[src/rtl/cmd_dispatch.sv]
// Command dispatcher: decodes UDP command words, computes the BMP sector address and
// sequences SDRAM port selects around one datapath transfer. Optional macro: CMD_DISPATCH_ERR_EN.
module cmd_dispatch #(
    parameter int CH_W            = 2,
    parameter int SDRAM_IDX_W     = 2,
    parameter int SD_IDX_W        = 10,
    parameter int ADDR_W          = 32,
    parameter int SECTORS_PER_IMG = 1800,
    parameter int BMP_BASE        = 8484
) (
    input  logic                   clk,
    input  logic                   rst_n,
    input  logic                   cmd_valid,
    output logic                   cmd_ready,
    input  logic [31:0]            cmd_data,
    input  logic                   xfer_done,
    output logic [SDRAM_IDX_W-1:0] sdram_index,
    output logic [CH_W-1:0]        read_ch,
    output logic [CH_W-1:0]        write_ch,
    output logic [ADDR_W-1:0]      sd_rd_addr,
    output logic                   xfer_start,
`ifdef CMD_DISPATCH_ERR_EN
    output logic                   cmd_err,
`endif
    output logic                   busy
);

    typedef enum logic [1:0] {
        IDLE,
        CALC,
        ISSUE,
        WAIT
    } state_t;

    state_t                 state_q, state_d;
    logic [3:0]             move_type_q, move_type_d;
    logic [SD_IDX_W-1:0]    sd_idx_q, sd_idx_d;
    logic [SDRAM_IDX_W-1:0] sdram_index_q, sdram_index_d;
    logic [CH_W-1:0]        read_ch_q, read_ch_d;
    logic [CH_W-1:0]        write_ch_q, write_ch_d;
    logic [ADDR_W-1:0]      sd_rd_addr_q, sd_rd_addr_d;
    logic                   xfer_start_q, xfer_start_d;
    logic                   busy_q, busy_d;
    logic                   cmd_ready_q, cmd_ready_d;

    logic [3:0]             in_type;
    logic [SD_IDX_W-1:0]    in_sd_idx;
    logic                   in_legal;
    logic [CH_W-1:0]        rd_sel;
    logic [CH_W-1:0]        wr_sel;

`ifdef CMD_DISPATCH_ERR_EN
    logic                   cmd_err_q, cmd_err_d;
    logic                   in_illegal;
    assign in_illegal = !in_legal && (in_type != 4'd0);
`endif

    assign in_type   = cmd_data[3:0];
    assign in_sd_idx = cmd_data[4+SDRAM_IDX_W +: SD_IDX_W];
    assign in_legal  = (in_type == 4'd1) || (in_type == 4'd3) ||
                       ((in_type == 4'd2) && (in_sd_idx != '0));

    always_comb begin
        rd_sel = '0;
        wr_sel = '0;
        case (move_type_q)
            4'd1:    wr_sel = CH_W'(1);
            4'd2:    wr_sel = CH_W'(2);
            4'd3:    rd_sel = CH_W'(1);
            default: ;
        endcase
    end

    always_comb begin
        state_d       = state_q;
        move_type_d   = move_type_q;
        sd_idx_d      = sd_idx_q;
        sdram_index_d = sdram_index_q;
        read_ch_d     = read_ch_q;
        write_ch_d    = write_ch_q;
        sd_rd_addr_d  = sd_rd_addr_q;
        xfer_start_d  = 1'b0;
        busy_d        = busy_q;
        cmd_ready_d   = cmd_ready_q;
`ifdef CMD_DISPATCH_ERR_EN
        cmd_err_d     = 1'b0;
`endif
        case (state_q)
            IDLE: begin
                // Every accepted word is latched; only legal moves leave IDLE.
                if (cmd_valid && cmd_ready_q) begin
                    move_type_d   = in_type;
                    sd_idx_d      = in_sd_idx;
                    sdram_index_d = cmd_data[4 +: SDRAM_IDX_W];
`ifdef CMD_DISPATCH_ERR_EN
                    cmd_err_d     = in_illegal;
`endif
                    if (in_legal) begin
                        state_d     = CALC;
                        cmd_ready_d = 1'b0;
                        busy_d      = 1'b1;
                    end
                end
            end
            CALC: begin
                if (move_type_q == 4'd2) begin
                    sd_rd_addr_d = (ADDR_W'(sd_idx_q) - ADDR_W'(1)) * ADDR_W'(SECTORS_PER_IMG)
                                   + ADDR_W'(BMP_BASE);
                end
                read_ch_d    = rd_sel;
                write_ch_d   = wr_sel;
                xfer_start_d = 1'b1;
                state_d      = ISSUE;
            end
            ISSUE: begin
                state_d = WAIT;
            end
            WAIT: begin
                if (xfer_done) begin
                    read_ch_d   = '0;
                    write_ch_d  = '0;
                    busy_d      = 1'b0;
                    cmd_ready_d = 1'b1;
                    state_d     = IDLE;
                end
            end
            default: state_d = IDLE;
        endcase
    end

    always_ff @(posedge clk or negedge rst_n) begin
        if (!rst_n) begin
            state_q       <= IDLE;
            move_type_q   <= '0;
            sd_idx_q      <= '0;
            sdram_index_q <= '0;
            read_ch_q     <= '0;
            write_ch_q    <= '0;
            sd_rd_addr_q  <= '0;
            xfer_start_q  <= 1'b0;
            busy_q        <= 1'b0;
            cmd_ready_q   <= 1'b1;
`ifdef CMD_DISPATCH_ERR_EN
            cmd_err_q     <= 1'b0;
`endif
        end else begin
            state_q       <= state_d;
            move_type_q   <= move_type_d;
            sd_idx_q      <= sd_idx_d;
            sdram_index_q <= sdram_index_d;
            read_ch_q     <= read_ch_d;
            write_ch_q    <= write_ch_d;
            sd_rd_addr_q  <= sd_rd_addr_d;
            xfer_start_q  <= xfer_start_d;
            busy_q        <= busy_d;
            cmd_ready_q   <= cmd_ready_d;
`ifdef CMD_DISPATCH_ERR_EN
            cmd_err_q     <= cmd_err_d;
`endif
        end
    end

    assign cmd_ready   = cmd_ready_q;
    assign sdram_index = sdram_index_q;
    assign read_ch     = read_ch_q;
    assign write_ch    = write_ch_q;
    assign sd_rd_addr  = sd_rd_addr_q;
    assign xfer_start  = xfer_start_q;
    assign busy        = busy_q;
`ifdef CMD_DISPATCH_ERR_EN
    assign cmd_err     = cmd_err_q;
`endif

endmodule

[config.mk]
export PLATFORM = sky130hd
export DESIGN_NAME = cmd_dispatch
export DESIGN_NICKNAME = d
export VERILOG_FILES = /design/src/rtl/cmd_dispatch.sv
export SDC_FILE = /design/constraint.sdc
export NUM_CORES = 1
export LEC_CHECK = 0
export ABC_AREA = 1
export BUFFER_PORTS_ARGS = -buffer_cell sky130_fd_sc_hd__clkbuf_2
export CAP_MARGIN = 20
export CORE_AREA = 2 2 66 131
export CTS_CLUSTER_DIAMETER = 50
export DETAILED_ROUTE_END_ITERATION = 10
export DIE_AREA = 0 0 68 133
export PLACE_DENSITY = 0.79
export SYNTH_ARGS = -nofsm -noshare
export SYNTH_HDL_FRONTEND = slang
export SYNTH_SLANG_ARGS = --single-unit
[constraint.sdc]
create_clock -name clk -period 7.54 [get_ports clk]
set_input_delay 1.131 -clock clk [delete_from_list [all_inputs] [get_ports clk]]
set_output_delay 1.131 -clock clk [all_outputs]
set_load 0.02 [all_outputs]
======== Word level (Yosys, flattened, before mapping) ========
Index checks and enable logic that the tools add are counted.
Widths: inputs -> output; s select.
word-level totals
  bits in registers ....................... 57
  latch bits .............................. 0
  memory bits (writable) .................. 0
  bits in read-only memories .............. 0
  bits of input ports ..................... 36
  word-level logic and storage cells ...... 55
  memories kept ........................... 0
operators by class
  add/sub/neg operators ................... 2
  $mul .................................... 1
  div/mod/pow operators ................... 0
  order comparisons ....................... 0
  equality and inequality tests ........... 12
  shift-type cells ........................ 0
  muxes and demuxes ....................... 17
  bitwise gates (word level) .............. 0
  reductions and logical operators ........ 13
operators by type and width
  cell                    number
  $add 32x14->32 const B  1
  $mul 32x8->29 const B   1
  $eq 4x2->1 const B      4
  $pmux 2 s2              3
  $sub 10x1->11 const B   1
  $reduce_bool 10->1      1
  $eq 4x1->1 const B      2
  $mux 1                  8
  $pmux 2 s4              1
  $mux 2                  3
  $ne 2x2->1 const B      3
  $reduce_and 2->1        3
  $eq 2x2->1 const B      2
  $pmux 1 s2              2
  $reduce_and 4->1        1
  $reduce_bool 2->1       2
  $reduce_and 3->1        1
  $eq 2x1->1 const B      1
  $logic_and 1x1->1       2
  $logic_not 2->1         1
  $logic_or 1x1->1        2

======== Longest topological paths before layout ========
  depth in word-level cells ............... 6
  depth in mapped cells ................... 31
  depth with buffers taken out ............ 31

======== Least setup slack after synthesis ========
No wires, ideal clock.
  kind .................................... flip-flop to flip-flop
  start point ............................. register sd_idx_q[0]
  end point ............................... register sd_rd_addr_q[25] (netlist: sd_rd_addr[25])
  setup time .............................. 0.133 ns
  arrival time ............................ 4.732 ns
  data required time ...................... 7.407 ns
  path slack .............................. 2.676 ns
  stages on the path, launching flop included .. 24
  path buffers ............................ 0
  period minus slack after synthesis ...... 4.864 ns
  cells stage by stage .................... dfrtp_1 -> inv_1 -> ha_1 -> inv_1 -> nor4_1 -> xor2_1 -> inv_1 -> fa_1 -> ha_1 -> fa_1 -> ha_1 -> ha_1 -> nand2_1 -> inv_1 -> a21oi_1 -> nand2_1 -> nand2_1 -> nand2_2 -> nor2_4 -> nand2_2 -> nor2_4 -> nand3_2 -> nand3_1 -> a21oi_1
between the ends
  longest elaborated chain between the ends .. 3
ends and longest elaborated chain
  element                 RTL line  RTL
  start, declared         37        logic [SD_IDX_W-1:0] sd_idx_q, sd_idx_d;
  start signal, assigned  149       sd_idx_q <= sd_idx_d;
  $sub 10x1->11           107       sd_rd_addr_d = (ADDR_W'(sd_idx_q) - ADDR_W'(1)) * ADDR_W'(SECTORS_PER_IMG)
  $mul 32x8->29           107
  $add 32x14->32          108       + ADDR_W'(BMP_BASE);
  end signal, assigned    153       sd_rd_addr_q <= sd_rd_addr_d;
  end, declared           41        logic [ADDR_W-1:0] sd_rd_addr_q, sd_rd_addr_d;
Every way passes these cells.
A chain may end at the register's enable or synchronous reset.

======== Final worst setup path ========
  start point ............................. register sd_idx_q[0]
  end point ............................... register sd_rd_addr_q[30] (netlist: sd_rd_addr[30])
Same word-level chain as after synthesis.

==> impl_metrics.csv <==
group,metric,value,unit
drt,routedWlPerCell,12.6,um
critical_path,worstPathRequired,7.68,ns
cts,cts_buffer_depth,2,
logic_synthesis,syn_area,4490,um2
critical_path,critPathMaxStageDelay,0.52,ns
critical_path,rr_worst_depth,23,
logic_synthesis,synthCells,586,
drt,vias,3830,
sta,fmax,180,MHz
drt,wirelength,9.34,mm
sta,relSlewSlack,38.4,%
sta,whs,0.468,ns
drt,drt_iter0_markers,235,
sta,fin_crit,5.55,ns
critical_path,slowest_stage,"nor4_1",
drt,viasPerCell,5.16,
place,gp_congestion,0.911,
logic_synthesis,synth.top_cell.area_share,29.6,%
hold_path,hold_start,"sd_rd_addr[2]$_DFFE_PN0P_",
cts,cts_resized,0,
sta,period_share,73.6,%
logic_synthesis,syn-mean-instance-area,7.65,um2
critical_path,rr_endpoint,"sd_rd_addr[30]$_DFFE_PN0P_",
grt,gr-usage-all-layers,21.8,%
grt,grt_antenna_before_repair,0,
critical_path,r2r_slack,1.99,ns
floorplanning,fp.dieArea,9040,um2
grt,grt-ovfl-total,0,
grt,grt_pass1_wl,15.6,mm
logic_synthesis,synth.area.top_cells,"dfrtp_1 (30%), ha_1 (14%), nand2_1 (12%), inv_1 (8.3%), fa_1 (6.7%)",
cts,cts_root_buffer,"clkbuf_16",
cts,cts_made_buffers,5,
cts,cts.sinks,54,
sta,hold_violations,0,
sta,fin_ws,1.99,ns
sta,final_max_slew_viol_count,0,
cts,cts_tree,"built",
logic_synthesis,ys.flop_type,"dfrtp_1",
critical_path,crit_buf_inv,4,
floorplanning,core,8120,um2
place,dp.final_hpwl,7.45,mm
run,max_cap_violations,0,
floorplanning,die_w,68,um
sta,rsz0062_at_grt,"no",
critical_path,cp_top_family,"adder cells",
floorplanning,ioPinCount,77,
grt,grt_max_degree,55,
cts,cts_max_level,2,
cts,cts_hold_buf,0,
hold_path,hold_path.class,"flop to flop",
logic_synthesis,synthArstFlopShare,100,%
sta,setup_viol,0,
critical_path,arrival,5.69,ns
logic_synthesis,yosysUniqueCellTypes,38,
run_status,status,"finished, final reports clean",
place,dpl_cell_area,4860,um2
sta,fin_skew,0.00858,ns
critical_path,worstSetupPathType,"flop to flop",
place,port_buffers,57,
finish,fillerInstances,744,
hold_path,hold_path_end,"sd_rd_addr[2]$_DFFE_PN0P_",
finish,final_design_area_no_fill,5020,um2
cts,clk_latency,0.29,ns
logic_synthesis,synth_warnings,0,
finish,diodes,0,
cts,clk_pin_slew,0.07,ns
hold_path,hold_depth,1,
finish,layout-drive-gt1-share,15.8,%
critical_path,crit_chain,"inv_1, ha_1, inv_1, nor4_1, xor2_1, inv_1, fa_1, ha_1, fa_1, ha_1, ha_1, nand2_1, inv_1, nand2_1, nand2_1, nand2_1, nand3_1, nand2_1, nand2_1, nor2_1, nand4_1, nand2_1, o21ai_1",
critical_path,critPathMaxFanout,6,
finish,nNetsFinal,743,
critical_path,r2r_start,"sd_idx_q[0]$_DFFE_PN0P_",
sta,tns,0,ns
place,pre_cts_ws,2.04,ns
floorplanning,initial_core_util,55.3,%
drt,drc,0,
logic_synthesis,synth_edf_count,0,
logic_synthesis,synth_seq_cells,54,
floorplanning,core.rowCount,47,
sta,worst_pin_slew,0.922,ns
drt,drtAntennaViolNets,0,
grt,grt_pass1_vias,3508,
floorplanning,dieHeight,133,um
cts,cts_setup_buffers,0,
critical_path,crit_top_cell,"nand2_1",
logic_synthesis,seq_area_frac_synth,30.2,%
critical_path,setup.worst_path.end_class,"flop",
drt,dr.pass1.iters,5,
critical_path,worstSetupStartpointType,"flop",
finish,areaGrowthSynthToFinish,11.9,%
logic_synthesis,yosysTopAreaCell,"dfrtp_1",
## cells in the mapped netlist, types with 2 or more instances
library cell / count
nand2_1: 149
inv_1: 99
dfrtp_1: 53
ha_1: 49
nor2_1: 40
nand3_1: 38
o21ai_0: 33
xor2_1: 16
a21oi_1: 15
fa_1: 15
nand4_1: 12
nand2_2: 9
clkbuf_1: 8
nor2_4: 5
xnor2_1: 5
nand3_2: 4
nor3_1: 4
a31oi_1: 3
buf_4: 3
inv_2: 3
nor2_2: 3
mux2_2: 2
o21ai_1: 2
or2_2: 2
## per-stage QoR
stage | utilization, % | cells
final | 61.9 | 742
after global routing | 61.9 | 742
after CTS | 61.9 | 742
after detailed placement | 59.9 | 734
after global placement | 59.9 | 734
after floorplan | - | 588
## kinds of logic (layout without fill, tap and decap cells)
kind of cell | Yosys count | in the layout | synth area share [%]
adders and majority gates | 64 | 64 | 20.4
AOI/OAI and AO/OA | 58 | 58 | 6.95
xor gates and xnor gates | 22 | 22 | 4.46
and+or+nand+nor | 272 | 272 | 27.8
muxes | 2 | 2 | 0.502
other | 1 | 3 | 0.0836
buffers and inverters | 113 | 169 | 9.71
DFF | 54 | 54 | 30.2
## area by class of cell
type                    count  area (um2)  area share [%]
clock inverters             2        17.5           0.349
inverters                 102         383            7.63
well taps                  98         123            2.44
clock buffers               6         139            2.77
multi-input cells         421        2710            53.9
repair buffers             59         300            5.98
flip-flops and latches     54        1350            26.9
## layer usage
layer | track usage, % | wire length [um]
met5 | 0 | 0
met4 | 5.33 | 106
met1 | 28.0 | 3900
met2 | 38.0 | 5010
met3 | 2.30 | 323
## sequential cells by signal, indices dropped and copies added (netlist names), 2 cells and up
name and count:
sd_rd_addr 30, sd_idx_q 10, move_type_q 4, sdram_index 2, state_q 2, write_ch 2
## worst reg2reg max path: cells and delay by family, from the launching register on
kind / cells / cell delay (ns)
AO/OA/AOI/OAI: 1 / 0.08
XOR/XNOR: 1 / 0.49
flip-flops: 1 / 0.44
buffers and inverters: 4 / 0.46
AND/OR/NAND/NOR: 11 / 1.71
adder cells (fa/ha/maj): 6 / 2.23
## layout by cell type, fill, tap and decap left out, types with 3 or more instances in the layout
master / n
a21oi_1: 15
a31oi_1: 3
clkbuf_16: 5
clkbuf_2: 57
conb_1: 3
dfrtp_1: 53
fa_1: 15
ha_1: 49
inv_1: 99
inv_2: 3
nand2_1: 149
nand2_2: 9
nand3_1: 38
nand3_2: 4
nand4_1: 12
nor2_1: 40
nor2_2: 3
nor2_4: 5
nor3_1: 4
o21ai_0: 33
xnor2_1: 5
xor2_1: 16
## worst max path at each step
stage                            start                          to  slack [ns]  cells past startpoint
6_report       sd_idx_q[0]$_DFFE_PN0P_  sd_rd_addr[30]$_DFFE_PN0P_        1.99                     23
5_1_grt        sd_idx_q[0]$_DFFE_PN0P_  sd_rd_addr[29]$_DFFE_PN0P_        1.50                     23
4_1_cts        sd_idx_q[0]$_DFFE_PN0P_  sd_rd_addr[30]$_DFFE_PN0P_        1.98                     23
3_5_place_dp   sd_idx_q[0]$_DFFE_PN0P_  sd_rd_addr[30]$_DFFE_PN0P_        2.04                     23
3_3_place_gp   sd_idx_q[0]$_DFFE_PN0P_  sd_rd_addr[30]$_DFFE_PN0P_        2.11                     23
2_1_floorplan  sd_idx_q[0]$_DFFE_PN0P_  sd_rd_addr[25]$_DFFE_PN0P_        2.68                     23
Power is left out: the tool's default activity adds up to more than one toggle a clock period on the data nets, which glitch-free logic cannot reach.
